[config.mk]
export PLATFORM = sky130hd
export DESIGN_NAME = booth_mul_seq
export DESIGN_NICKNAME = d
export VERILOG_FILES = /design/src/rtl/booth_pkg.sv /design/src/rtl/booth_enc.sv /design/src/rtl/booth_mul_seq.sv
export SDC_FILE = /design/constraint.sdc
export NUM_CORES = 1
export LEC_CHECK = 0
export ABC_AREA = 1
export BUFFER_PORTS_ARGS = -buffer_cell sky130_fd_sc_hd__buf_2
export CAP_MARGIN = 20
export CORE_ASPECT_RATIO = 0.8
export CORE_UTILIZATION = 63
export DETAILED_ROUTE_END_ITERATION = 8
export GPL_TIMING_DRIVEN = 0
export PLACE_DENSITY = 0.86
export SLEW_MARGIN = 20
export SYNTH_ARGS = -nofsm -noshare
export SYNTH_HDL_FRONTEND = slang
export SYNTH_SLANG_ARGS = --single-unit
[constraint.sdc]
create_clock -name clk -period 4.8 [get_ports clk]
set_clock_uncertainty 0.15 [all_clocks]
set_input_delay 0.72 -clock clk [delete_from_list [all_inputs] [get_ports clk]]
set_output_delay 0.72 -clock clk [all_outputs]
set_load 0.02 [all_outputs]
[src/rtl/booth_pkg.sv]
// Shared constants for the radix-4 Booth multiplier: partial-product select codes
// and FSM state encoding.
package booth_pkg;

    localparam logic [2:0] M2A  = 3'd1;
    localparam logic [2:0] MA   = 3'd2;
    localparam logic [2:0] ZERO = 3'd3;
    localparam logic [2:0] PA   = 3'd4;
    localparam logic [2:0] P2A  = 3'd5;

    typedef enum logic [1:0] {
        StIdle,
        StCalc,
        StDone
    } state_e;

endpackage

[src/rtl/booth_enc.sv]
// Radix-4 Booth recoder: maps a 3-bit multiplier window to a partial-product select code.
module booth_enc
    import booth_pkg::*;
(
    input  logic [2:0] win,
    output logic [2:0] sel
);

    always_comb begin
        sel = ZERO;
        case (win)
            3'b000, 3'b111: sel = ZERO;
            3'b001, 3'b010: sel = PA;
            3'b011:         sel = P2A;
            3'b100:         sel = M2A;
            3'b101, 3'b110: sel = MA;
            default:        sel = ZERO;
        endcase
    end

endmodule

[src/rtl/booth_mul_seq.sv]
// Sequential radix-4 Booth multiplier, one digit per clock, valid/ready on both sides.
// Define BOOTH_UNSIGNED_EN to add the unsgn port and one extra digit for unsigned operands.
module booth_mul_seq
    import booth_pkg::*;
#(
    parameter int unsigned W = 8
) (
    input  logic             clk,
    input  logic             reset_n,
    input  logic             in_valid,
    output logic             in_ready,
    input  logic [W-1:0]     a,
    input  logic [W-1:0]     b,
`ifdef BOOTH_UNSIGNED_EN
    input  logic             unsgn,
`endif
    output logic             out_valid,
    input  logic             out_ready,
    output logic [2*W-1:0]   p,
    output logic             busy
);

`ifdef BOOTH_UNSIGNED_EN
    // Extra headroom bits let zero-extended operands pass through the signed datapath.
    localparam int unsigned AW = W + 1;
    localparam int unsigned MW = W + 3;
    localparam int unsigned KW = $clog2(W / 2 + 1);
`else
    localparam int unsigned AW = W;
    localparam int unsigned MW = W + 1;
    localparam int unsigned KW = $clog2(W / 2);
`endif

    state_e            state_q, state_d;
    logic [AW-1:0]     mcand_q, mcand_d;
    logic [MW-1:0]     mplr_q, mplr_d;
    logic [2*W-1:0]    acc_q, acc_d;
    logic [KW-1:0]     k_q, k_d;
    logic [KW-1:0]     k_last;
    logic [2:0]        sel;
    logic [W+1:0]      a_ext, pp;
    logic [2*W-1:0]    pp_wide;
    logic              ext_a, ext_b;
`ifdef BOOTH_UNSIGNED_EN
    logic              unsgn_q, unsgn_d;
`endif

    booth_enc u_enc (
        .win (mplr_q[2:0]),
        .sel (sel)
    );

    always_comb begin
`ifdef BOOTH_UNSIGNED_EN
        ext_a  = unsgn ? 1'b0 : a[W-1];
        ext_b  = unsgn ? 1'b0 : b[W-1];
        k_last = unsgn_q ? KW'(W / 2) : KW'(W / 2 - 1);
`else
        ext_a  = a[W-1];
        ext_b  = b[W-1];
        k_last = KW'(W / 2 - 1);
`endif
    end

    always_comb begin
        a_ext = {{(W + 2 - AW){mcand_q[AW-1]}}, mcand_q};
        pp    = '0;
        case (sel)
            PA:      pp = a_ext;
            P2A:     pp = a_ext << 1;
            MA:      pp = -a_ext;
            M2A:     pp = -(a_ext << 1);
            default: pp = '0;
        endcase
        pp_wide = {{(W - 2){pp[W+1]}}, pp};
    end

    always_comb begin
        state_d = state_q;
        mcand_d = mcand_q;
        mplr_d  = mplr_q;
        acc_d   = acc_q;
        k_d     = k_q;
`ifdef BOOTH_UNSIGNED_EN
        unsgn_d = unsgn_q;
`endif
        unique case (state_q)
            StIdle: begin
                if (in_valid) begin
`ifdef BOOTH_UNSIGNED_EN
                    mcand_d = {ext_a, a};
                    mplr_d  = {ext_b, ext_b, b, 1'b0};
                    unsgn_d = unsgn;
`else
                    mcand_d = a;
                    mplr_d  = {b, 1'b0};
`endif
                    acc_d   = '0;
                    k_d     = '0;
                    state_d = StCalc;
                end
            end
            StCalc: begin
                acc_d  = acc_q + (pp_wide << {k_q, 1'b0});
                mplr_d = {{2{mplr_q[MW-1]}}, mplr_q[MW-1:2]};
                k_d    = k_q + 1'b1;
                if (k_q == k_last) begin
                    state_d = StDone;
                end
            end
            StDone: begin
                if (out_ready) begin
                    state_d = StIdle;
                end
            end
            default: state_d = StIdle;
        endcase
    end

    always_ff @(posedge clk or negedge reset_n) begin
        if (!reset_n) begin
            state_q <= StIdle;
            mcand_q <= '0;
            mplr_q  <= '0;
            acc_q   <= '0;
            k_q     <= '0;
`ifdef BOOTH_UNSIGNED_EN
            unsgn_q <= 1'b0;
`endif
        end else begin
            state_q <= state_d;
            mcand_q <= mcand_d;
            mplr_q  <= mplr_d;
            acc_q   <= acc_d;
            k_q     <= k_d;
`ifdef BOOTH_UNSIGNED_EN
            unsgn_q <= unsgn_d;
`endif
        end
    end

    always_comb begin
        in_ready  = (state_q == StIdle);
        out_valid = (state_q == StDone);
        busy      = (state_q != StIdle);
        p         = acc_q;
    end

    // ext_a is only consumed in the unsigned build's load path.
    logic unused_ext;
    assign unused_ext = ext_a ^ ext_b;

endmodule

==> results.md <==
* Reg area at approximately 930 µm²
* Share of the synthesized area in the top cell type at 0.315
* Hold-fix buffers at CTS at 0
* Antenna-violating nets left at 0
* Synth warn at 0
* Setup WS pre-CTS at 1340 ps
* Root Buffer: clkbuf_8
* Tmin final at 3520 ps
* Fin nets at about 520
* Share of layout cells above drive strength 1 at 0.138
* Critical Path Source Type: flop
* Hold Worst Slack at 340 ps
* First-pass GRT wire length at 12900 µm
* DRC at 0
* Area contributors post-synth: dfrtp_1 (32%), nand2_1 (15%), ha_1 (8.5%), nand3_1 (7.7%), inv_1 (6.1%)
* First-pass DRT Iterations at 6
* DP HPWL at 5620 µm
* Post-synthesis register bit count at 37
* Req. time, crit path at between 4000 and 5000 ps
* Die area at around 4900 µm²
* WL final at roughly 7300 µm
* Synthesized instance count at between 400 and 500
* Post-synthesis cell area at between 2000 and 3000 µm²
* Syn_area_per_cell at ~6.8 µm²
* Cell taking the most area after synthesis: dfrtp_1
* Worst hold path class: reg2reg
* Post-Syn Nets at around 470
* Synth cell types at 34
* Core area at between 4000 and 5000 µm²
* Top cells by count, synth: nand2_1 (116), inv_1 (48), nand3_1 (45)
* PnR worst setup slack at 1280 ps
* CTS clk-pin slew, worst paths at 90 ps
* H-tree levels at 2
* Fillers at ~360
* Largest net degree at the start of global routing at 38
* Total global routing overflow at 0
* Setup tns final at 0 ps
* Number of max-cap violations at 0
* Port Buffers at 38
* CTS sink count at 37
* FFs w/ async S/R, synth at 1.00
* Worst EP arrival at ~3600 ps
* Synth-to-Final Area Change at 12.0%
* Routed length per placed instance at roughly 14 µm
* Initial antenna violation count at 0
* Multi-input logic area at roughly 1800 µm²
* Via count at ~3100
* Pin slew with the least headroom to its limit at slightly above 800 ps
* Final Cell Area at ~3300 µm²
* Outcome: complete, no violations
* I/O pin cnt at 39
* Clk Latency, worst-skew pair at around 300 ps
* Die W at 78.3 µm
* Iter 0 DRT Violations at between 300 and 400
* Placer Congestion at 0.915
* Sequential element share of the synthesized area at 0.315
* Crit-path max FO at 6
* Hold Violations, Final at 0
* Setup-failing EPs final at 0
* Final Max Tran Viols at 0
* Postcts setup bufs at 0
* All-Layer GR Usage at 0.332
* Crit end category: flop
* WS Path Type: reg2reg
* Slew margin rel. at 0.447
* Fmax at between 0.2 and 0.3 GHz
* Die Y at roughly 63 µm
* Post-synth EDFFs at 0
* Most common cell in the netlist: nand2_1
* RSZ-0062 raised after global routing: false
* TritonCTS clock tree: built
* Vias per cell at ~5.7
* Placed cell area at 3200 µm²
* Initial Utilization at 0.677
* CTS resizes at 0
* Row Count at 21
* Final period utilization at 0.734
* Ys flop type: dfrtp_1
* CTS Buf Count at 5
* Diode count at 0
* Clock Path Buffers at 2
* Number of global-route vias before repair at ~2900
metrics by stage:
| step | std cells | util |
|---|---|---|
| 2_1_floorplan | 433 | - |
| 3_3_place_gp | 528 | 0.737 |
| 3_5_place_dp | 528 | 0.737 |
| 4_1_cts | 536 | 0.758 |
| 5_1_grt | 536 | 0.758 |
| 6_report | 536 | 0.758 |
logic make-up after synthesis:
family,share of synthesized area
DFF,0.315
xor gates and xnor gates,0.00597
buffers and inverters,0.0823
and+or+nand+nor,0.355
adders and majority gates,0.0921
AOI/OAI and AO/OA,0.149
final cells by class:
| class | instances | area share |
|---|---|---|
| multi-input cells | 333 | 0.538 |
| repair buffers | 38 | 0.0579 |
| clock inverters | 3 | 0.00647 |
| plain buffers | 9 | 0.0118 |
| inverters | 54 | 0.0617 |
| well taps | 57 | 0.0217 |
| clock buffers | 5 | 0.0209 |
| flip-flops and latches | 37 | 0.282 |
layout by cell type, fill, tap and decap left out, types with 2 or more instances in the layout:
| master | netlist | final |
|---|---|---|
| ha_1 | 20 | 20 |
| nor3_1 | 9 | 9 |
| inv_2 | 5 | 5 |
| a221oi_1 | 5 | 5 |
| o21ai_1 | 5 | 5 |
| nand2_1 | 116 | 116 |
| a21o_1 | 3 | 3 |
| nand2_2 | 4 | 4 |
| a32o_1 | 2 | 2 |
| o22ai_1 | 2 | 2 |
| dfrtp_1 | 37 | 37 |
| nand3b_1 | 2 | 2 |
| nor2_1 | 36 | 36 |
| buf_2 | 4 | 42 |
| inv_1 | 48 | 48 |
| clkbuf_1 | 5 | 5 |
| clkbuf_8 | 0 | 5 |
| a22oi_1 | 2 | 2 |
| o211ai_1 | 4 | 4 |
| nand3_1 | 45 | 45 |
| nor2_2 | 4 | 4 |
| a21oi_1 | 22 | 22 |
| nand4_1 | 15 | 15 |
| o21ai_0 | 27 | 27 |
worst paths after layout:
| check | end | slack (ps) | from | depth (start not counted) |
|---|---|---|---|---|
| setup reg to reg | p[14] | 1280 | mplr_q[0] | 20 |
| max in group asynchronous | p[15] | 3600 | reset_n | 1 |
| hold reg to reg | mplr_q[8] | 340 | mplr_q[8] | 2 |
| hold / removal | mplr_q[8] | 340 | mplr_q[8] | 2 |
| setup / recovery | p[14] | 1280 | mplr_q[0] | 20 |
| min in group asynchronous | mcand_q[7] | 370 | reset_n | 1 |
routing by layer:
layer  share of wire  vias to the layer above  track usage
li1                -                     1548            -
met1            0.50                     1378        0.502
met2            0.42                      124        0.502
met3           0.073                       10       0.0449
met4          0.0096                        0       0.0787
met5               0                        -            0
state kept, by name, indices dropped and copies added, names as in the netlist:
name and cells:
k_q 2, mplr_q 9, p 16, state_q 2
mcand_q 8
critical path, cell delays in order (launching register included):
cell and delay (ps):
dfrtp_1 330, inv_1 60, ha_1 220, nor2_2 220, nand3_1 240, a21oi_1 280
inv_1 80, nor3_1 200, ha_1 210, inv_1 50, fa_1 380, inv_1 110
nand3_1 100, nand2_1 140, nand3_1 90, nand2_1 140, nand3b_1 90, nand2_1 110
nand2_1 60, nand2_1 50, o21ai_0 80
Power is not shown: default switching activity piles up to over one toggle a cycle in this logic, so the estimate is an artifact.
